### config.mk
export PLATFORM = sky130hd
export DESIGN_NAME = puneh_seq_ctrl_flat
export DESIGN_NICKNAME = d
export VERILOG_FILES = /design/src/rtl/puneh_seq_ctrl_if.sv /design/src/rtl/puneh_seq_ctrl.sv /design/src/flat_wrapper.sv
export SDC_FILE = /design/constraint.sdc
export NUM_CORES = 1
export LEC_CHECK = 0
export ABC_AREA = 0
export CORE_MARGIN = 3
export CORE_UTILIZATION = 48
export CTS_CLUSTER_DIAMETER = 50
export CTS_CLUSTER_SIZE = 40
export DETAILED_ROUTE_END_ITERATION = 8
export PLACE_DENSITY = 0.84
export RECOVER_POWER = 25
export SETUP_SLACK_MARGIN = 0.05
export SKIP_CTS_REPAIR_TIMING = 1
export SYNTH_ARGS = -nofsm -noshare
export SYNTH_HDL_FRONTEND = slang
export SYNTH_SLANG_ARGS = --single-unit
### constraint.sdc
create_clock -name clk -period 2.4 [get_ports clk]
set_input_delay 0.24 -clock clk [delete_from_list [all_inputs] [get_ports clk]]
set_output_delay 0.24 -clock clk [all_outputs]
set_load 0.05 [all_outputs]
### src/rtl/puneh_seq_ctrl_if.sv
// Handshake/bus bundle between the PUNEH sequencer and its IR, memory and decode logic.
// PUNEH_STEP_MODE_EN adds the step_go single-step release input.
interface puneh_seq_ctrl_if #(
  parameter int unsigned IW = 16
);
  logic [IW-1:0] inst;
  logic          mem_ack;
  logic          irq;
  logic          ie_set;
`ifdef PUNEH_STEP_MODE_EN
  logic          step_go;
`endif
  logic          mem_req;
  logic          ir_ld;
  logic          commit_e1;
  logic          commit_e2;
  logic          irq_save;
  logic          irq_ack;
  logic          bus_err;
  logic [2:0]    state;

  modport master (
`ifdef PUNEH_STEP_MODE_EN
    output step_go,
`endif
    output inst, mem_ack, irq, ie_set,
    input  mem_req, ir_ld, commit_e1, commit_e2, irq_save, irq_ack, bus_err, state
  );

  modport slave (
`ifdef PUNEH_STEP_MODE_EN
    input  step_go,
`endif
    input  inst, mem_ack, irq, ie_set,
    output mem_req, ir_ld, commit_e1, commit_e2, irq_save, irq_ack, bus_err, state
  );
endinterface

### src/rtl/puneh_seq_ctrl.sv
// PUNEH multi-cycle sequencer: req/ack memory handshake, 1/2-step execution, vectored IRQ, bus timeout trap.
// Optional single-step HOLD state is enabled by defining PUNEH_STEP_MODE_EN.
module puneh_seq_ctrl #(
  parameter int unsigned             IW            = 16,
  parameter int unsigned             OPW           = 4,
  parameter logic [(2**OPW)-1:0]     TWO_STEP_MASK = 16'h4434,
  parameter logic [(2**OPW)-1:0]     MEM1_MASK     = 16'h7EBE,
  parameter logic [(2**OPW)-1:0]     MEM2_MASK     = 16'h0434,
  parameter int unsigned             TIMEOUT       = 15
) (
  input logic            clk,
  input logic            rst,
  puneh_seq_ctrl_if.slave bus
);

  typedef enum logic [2:0] {
    FETCH = 3'd0,
    EXEC1 = 3'd1,
    EXEC2 = 3'd2,
    IRQ   = 3'd3,
    TRAP  = 3'd4
`ifdef PUNEH_STEP_MODE_EN
    , HOLD = 3'd5
`endif
  } state_t;

`ifdef PUNEH_STEP_MODE_EN
  localparam state_t REST = HOLD;
`else
  localparam state_t REST = FETCH;
`endif
  localparam logic [8:0] TMO = 9'(TIMEOUT);

  state_t         st;
  state_t         bnd;
  logic [OPW-1:0] op;
  logic           m1, m2, two;
  logic [7:0]     wcnt;
  logic [8:0]     wcnt_inc;
  logic           ie, berr;
  logic           req, done, ack, tmo;
  logic           unused_inst;

  assign op          = bus.inst[IW-1 -: OPW];
  assign unused_inst = ^bus.inst[IW-OPW-1:0];
  assign m1          = MEM1_MASK[op];
  assign m2          = MEM2_MASK[op];
  assign two         = TWO_STEP_MASK[op];

  // done: the current phase finishes this cycle (ack for memory phases, unconditional otherwise)
  always_comb begin
    req  = 1'b0;
    done = 1'b0;
    unique case (st)
      FETCH, IRQ: begin
        req  = 1'b1;
        done = bus.mem_ack;
      end
      EXEC1: begin
        req  = m1;
        done = m1 ? bus.mem_ack : 1'b1;
      end
      EXEC2: begin
        req  = m2;
        done = m2 ? bus.mem_ack : 1'b1;
      end
      default: ;
    endcase
  end

  assign ack      = req & bus.mem_ack;
  assign wcnt_inc = {1'b0, wcnt} + 9'd1;
  // trap when this unacknowledged cycle brings the wait count to TIMEOUT; a same-cycle ack wins
  assign tmo      = req & ~bus.mem_ack & (wcnt_inc == TMO);
  assign bnd      = (bus.irq & ie) ? IRQ : REST;

  always_ff @(posedge clk or posedge rst) begin
    if (rst) begin
      st   <= FETCH;
      ie   <= 1'b0;
      wcnt <= '0;
      berr <= 1'b0;
    end else begin
      if (bus.ie_set)
        ie <= 1'b1;
      else if (st == IRQ && ack)
        ie <= 1'b0;

      wcnt <= (req && !bus.mem_ack && !tmo) ? wcnt_inc[7:0] : '0;

      if (tmo) begin
        st   <= TRAP;
        berr <= 1'b1;
      end else begin
        unique case (st)
          FETCH: if (done) st <= EXEC1;
          EXEC1: if (done) st <= two ? EXEC2 : bnd;
          EXEC2: if (done) st <= bnd;
          IRQ:   if (done) st <= REST;
          TRAP:  st <= TRAP;
`ifdef PUNEH_STEP_MODE_EN
          HOLD:  if (bus.step_go) st <= FETCH;
`endif
          default: st <= FETCH;
        endcase
      end
    end
  end

  // strobes are forced low while rst is held, even though st already reads FETCH
  assign bus.mem_req   = req & ~rst;
  assign bus.ir_ld     = (st == FETCH) & ack & ~rst;
  assign bus.commit_e1 = (st == EXEC1) & done & ~rst;
  assign bus.commit_e2 = (st == EXEC2) & done & ~rst;
  assign bus.irq_save  = (st == IRQ) & ~rst;
  assign bus.irq_ack   = (st == IRQ) & ack & ~rst;
  assign bus.bus_err   = berr;
  assign bus.state     = st;

endmodule

### src/flat_wrapper.sv
// flat-port wrapper written by rule: the top's interface ports become plain ports
module puneh_seq_ctrl_flat 
#(
  parameter int unsigned             IW            = 16,
  parameter int unsigned             OPW           = 4,
  parameter logic [(2**OPW)-1:0]     TWO_STEP_MASK = 16'h4434,
  parameter logic [(2**OPW)-1:0]     MEM1_MASK     = 16'h7EBE,
  parameter logic [(2**OPW)-1:0]     MEM2_MASK     = 16'h0434,
  parameter int unsigned             TIMEOUT       = 15
)
  (clk, rst, bus_inst, bus_mem_ack, bus_irq, bus_ie_set, bus_mem_req, bus_ir_ld, bus_commit_e1, bus_commit_e2, bus_irq_save, bus_irq_ack, bus_bus_err, bus_state);
  puneh_seq_ctrl_if #(.IW(IW)) bus_i ();
  input logic clk;
  input logic rst;
  input wire logic [$bits(bus_i.inst)-1:0] bus_inst;
  input wire logic [$bits(bus_i.mem_ack)-1:0] bus_mem_ack;
  input wire logic [$bits(bus_i.irq)-1:0] bus_irq;
  input wire logic [$bits(bus_i.ie_set)-1:0] bus_ie_set;
  output wire logic [$bits(bus_i.mem_req)-1:0] bus_mem_req;
  output wire logic [$bits(bus_i.ir_ld)-1:0] bus_ir_ld;
  output wire logic [$bits(bus_i.commit_e1)-1:0] bus_commit_e1;
  output wire logic [$bits(bus_i.commit_e2)-1:0] bus_commit_e2;
  output wire logic [$bits(bus_i.irq_save)-1:0] bus_irq_save;
  output wire logic [$bits(bus_i.irq_ack)-1:0] bus_irq_ack;
  output wire logic [$bits(bus_i.bus_err)-1:0] bus_bus_err;
  output wire logic [$bits(bus_i.state)-1:0] bus_state;
  assign bus_i.inst = bus_inst;
  assign bus_i.mem_ack = bus_mem_ack;
  assign bus_i.irq = bus_irq;
  assign bus_i.ie_set = bus_ie_set;
  assign bus_mem_req = bus_i.mem_req;
  assign bus_ir_ld = bus_i.ir_ld;
  assign bus_commit_e1 = bus_i.commit_e1;
  assign bus_commit_e2 = bus_i.commit_e2;
  assign bus_irq_save = bus_i.irq_save;
  assign bus_irq_ack = bus_i.irq_ack;
  assign bus_bus_err = bus_i.bus_err;
  assign bus_state = bus_i.state;
  puneh_seq_ctrl #(.IW(IW), .OPW(OPW), .TWO_STEP_MASK(TWO_STEP_MASK), .MEM1_MASK(MEM1_MASK), .MEM2_MASK(MEM2_MASK), .TIMEOUT(TIMEOUT)) u_core (.clk(clk), .rst(rst), .bus(bus_i));
endmodule
==> out/metrics.csv <==
stage;metric;value;unit
timing;fmax;0.449;GHz
power_and_ir_drop;leakage;0.481;nW
detailed_routing;antenna_left;0;
synth;ys_warn_count;0;
synth;synth_enable_flop_cells;0;
flow_run;drv_cap;0;
cts;htree_levels;1;
detailed_routing;viasPerCell;5.64;
synth;yosys-top-cells-area;dfrtp_1, nor3_1, xor2_1;
detailed_routing;routedLengthMet1;867;microns
cts;cts.sinks;13;
timing;tightestPinTransition;0.685;ns
detailed_routing;drtPass1Iterations;4;
critical_path;cp_max_fo;4;
critical_path;arrival;1.99;ns
critical_path;crit_type;in2out;
critical_path;r2r_slack;0.51;ns
floorplan;rows;15;
floorplan;dieHeight;49.5;microns
cts;clkTransAtPathRegs;0.07;ns
timing;finalSetupViolations;0;
cts;cts_tree;done;
min_path;min_from;u_core.bus.bus_err;
place;placed_cell_area;1180;sq um
cells_and_area;seq_area;328;sq um
cells_and_area;diodes;0;
synth;synth_seq_cells;13;
timing;slew_violations;0;
place;gp_congestion;0.835;
cells_and_area;fin_area;1200;sq um
detailed_routing;wl_per_cell;13.9;microns
timing;timing.final.crit_share;0.929;
timing;rsz0062_at_grt;false;
synth;netlist.area_leader.share;0.358;
cells_and_area;drive_above_1_share;0.226;
cts;cts_buffer_depth;2;
global_route;grt_max_degree;14;
synth;ys_seq_area_frac;0.358;
cts;cts-root-buf;clkbuf_4;
critical_path;crit_required;2.16;ns
floorplan;start_util;0.516;
cells_and_area;fill_cells;135;
synth;synth_area;910;sq um
timing;finalCriticalPeriod;2.23;ns
detailed_routing;wl_met3;101;microns
floorplan;die_x;49.5;microns
critical_path;startpoint;bus_inst[12];
global_route;grt_pass1_vias;776;
global_route;grt_pass1_wl;3.50;mm
synth;synth_nets;118;
place;hpwl;1.49;mm
place;io_buffers;18;
floorplan;coreArea;1760;sq um
detailed_routing;dr_wl_met2;970;microns
cts;worstSkewPairLatency;0.27;ns
global_route;grtUsageTotal;0.183;
detailed_routing;route.detailed.drc;0;
critical_path;start_kind;primary input;
detailed_routing;top_layer_used;met3;
critical_path;r2r-start;u_core.wcnt[0];
min_path;hold_path.class;reg2reg;
synth;netlist_instances;95;
floorplan;io_pins;31;
cells_and_area;multiInputGateArea;556;sq um
synth;async_flop_share;1.00;
synth;synth_cell_types;39;
synth;syn_avg_cell_area;9.57;sq um
power_and_ir_drop;ir_drop;0.522;mV
detailed_routing;drt-initial-drc-count;14;
run_status;status;finished clean;
cts;numCtsBuffers;3;
cells_and_area;final_util;0.683;
power_and_ir_drop;power;0.920;mW
critical_path;end_kind;output pin;
timing;hold_violations;0;
cells_and_area;nNetsFinal;139;
detailed_routing;vias;790;
global_route;grt-ovfl-total;0;
synth;synth_top_cell_by_area;dfrtp_1;
synth;synth_ff_type;dfrtp_1;
detailed_routing;wirelength;1.94;mm
global_route;antenna_found_initial;0;
floorplan;dieArea;2450;sq um
timing;finClkSkew;0.00166;ns
timing;slew_headroom;0.543;
cells_and_area;area_growth;32.5;%
power_and_ir_drop;p_per_area;763;nW/um^2
[power by group]
part | internal [mW] | switching, mW
registers | 0.249 | 0.0668
logic | 0.209 | 0.263
clock network | 0.0644 | 0.0665
[worst max-delay path, stage by stage]
cell,delay (ns)
clkdlybuf4s50_1,0.49
xor2_1,0.19
nor3_1,0.30
o22a_2,0.24
nor2_1,0.09
nor4_2,0.26
buf_12,0.18
[cell families after synthesis]
group                    synth area share
multiplexers                       0.0220
flip-flops                          0.358
AND/OR/NAND/NOR                     0.308
buffers and inverters              0.0619
AO/OA/AOI/OAI                       0.155
adder cells (fa/ha/maj)            0.0275
XOR/XNOR                           0.0674
[registers in the layout, indices dropped and copies added, names as in the netlist]
signal and flops:
u_core.bus.bus_err 1, u_core.bus.state 3, u_core.ie 1, u_core.wcnt 8
[through the flow]
step | setup WS (ns) | cells | setup TNS, ns | hold WS (ns)
6_report | 0.171 | 140 | 0 | 0.502
5_1_grt | 0.0591 | 140 | 0 | 0.514
4_1_cts | 0.0997 | 140 | 0 | 0.402
3_5_place_dp | 0.190 | 136 | 0 | 0.487
3_3_place_gp | 0.219 | 136 | 0 | 0.467
2_1_floorplan | -0.153 | 95 | -0.306 | 0.125
[cell usage in the layout, fill, tap and decap left out, types with 2 or more instances in the layout]
master and count:
nand2b_1 3, ha_1 2, dfrtp_2 2, buf_12 5
nor3_1 7, nor2_1 6, o21ai_0 2, a21oi_1 2
xnor2_1 3, clkdlybuf4s50_1 12, o32ai_2 2, dfrtp_1 11
a31o_1 2, clkbuf_4 3, mux2i_1 2, and3_1 2
nor4_1 2, nand3_1 5, clkbuf_1 2, inv_1 6
nand2_1 6, xor2_1 4, nor4_2 4
[Yosys cell counts (3+ instances only)]
cell type	number
nand2b_1	3
nand3_1	5
nand2_1	6
nor2_1	6
xor2_1	4
nor4_1	4
nor3_1	7
dfrtp_1	13
inv_1	6
xnor2_1	3
[final cells by class]
type / count / share of cell area
clock buffer: 4 / 0.0218
inverter: 6 / 0.0187
multi-input combinational: 72 / 0.461
sequential: 13 / 0.272
tap: 25 / 0.0260
timing repair buffer: 20 / 0.200
[layer usage]
layer | track usage | vias up
met5 | 0 | -
met4 | 0.0415 | 0
met3 | 0.0514 | 0
met2 | 0.297 | 14
met1 | 0.241 | 388
li1 | - | 388
[path summary, 6_finish.rpt]
| path | endpoint | cells after the start |
|---|---|---|
| max in group asynchronous | u_core.bus.state[1] | 3 |
| worst max register to register | u_core.bus.state[1] | 6 |
| min in group asynchronous | u_core.ie | 3 |
| worst min-delay path | u_core.bus.bus_err | 1 |
| worst min register to register | u_core.bus.bus_err | 1 |
| worst max-delay path | bus_commit_e2 | 7 |
No activity file was read; power rests on OpenSTA's default activity.
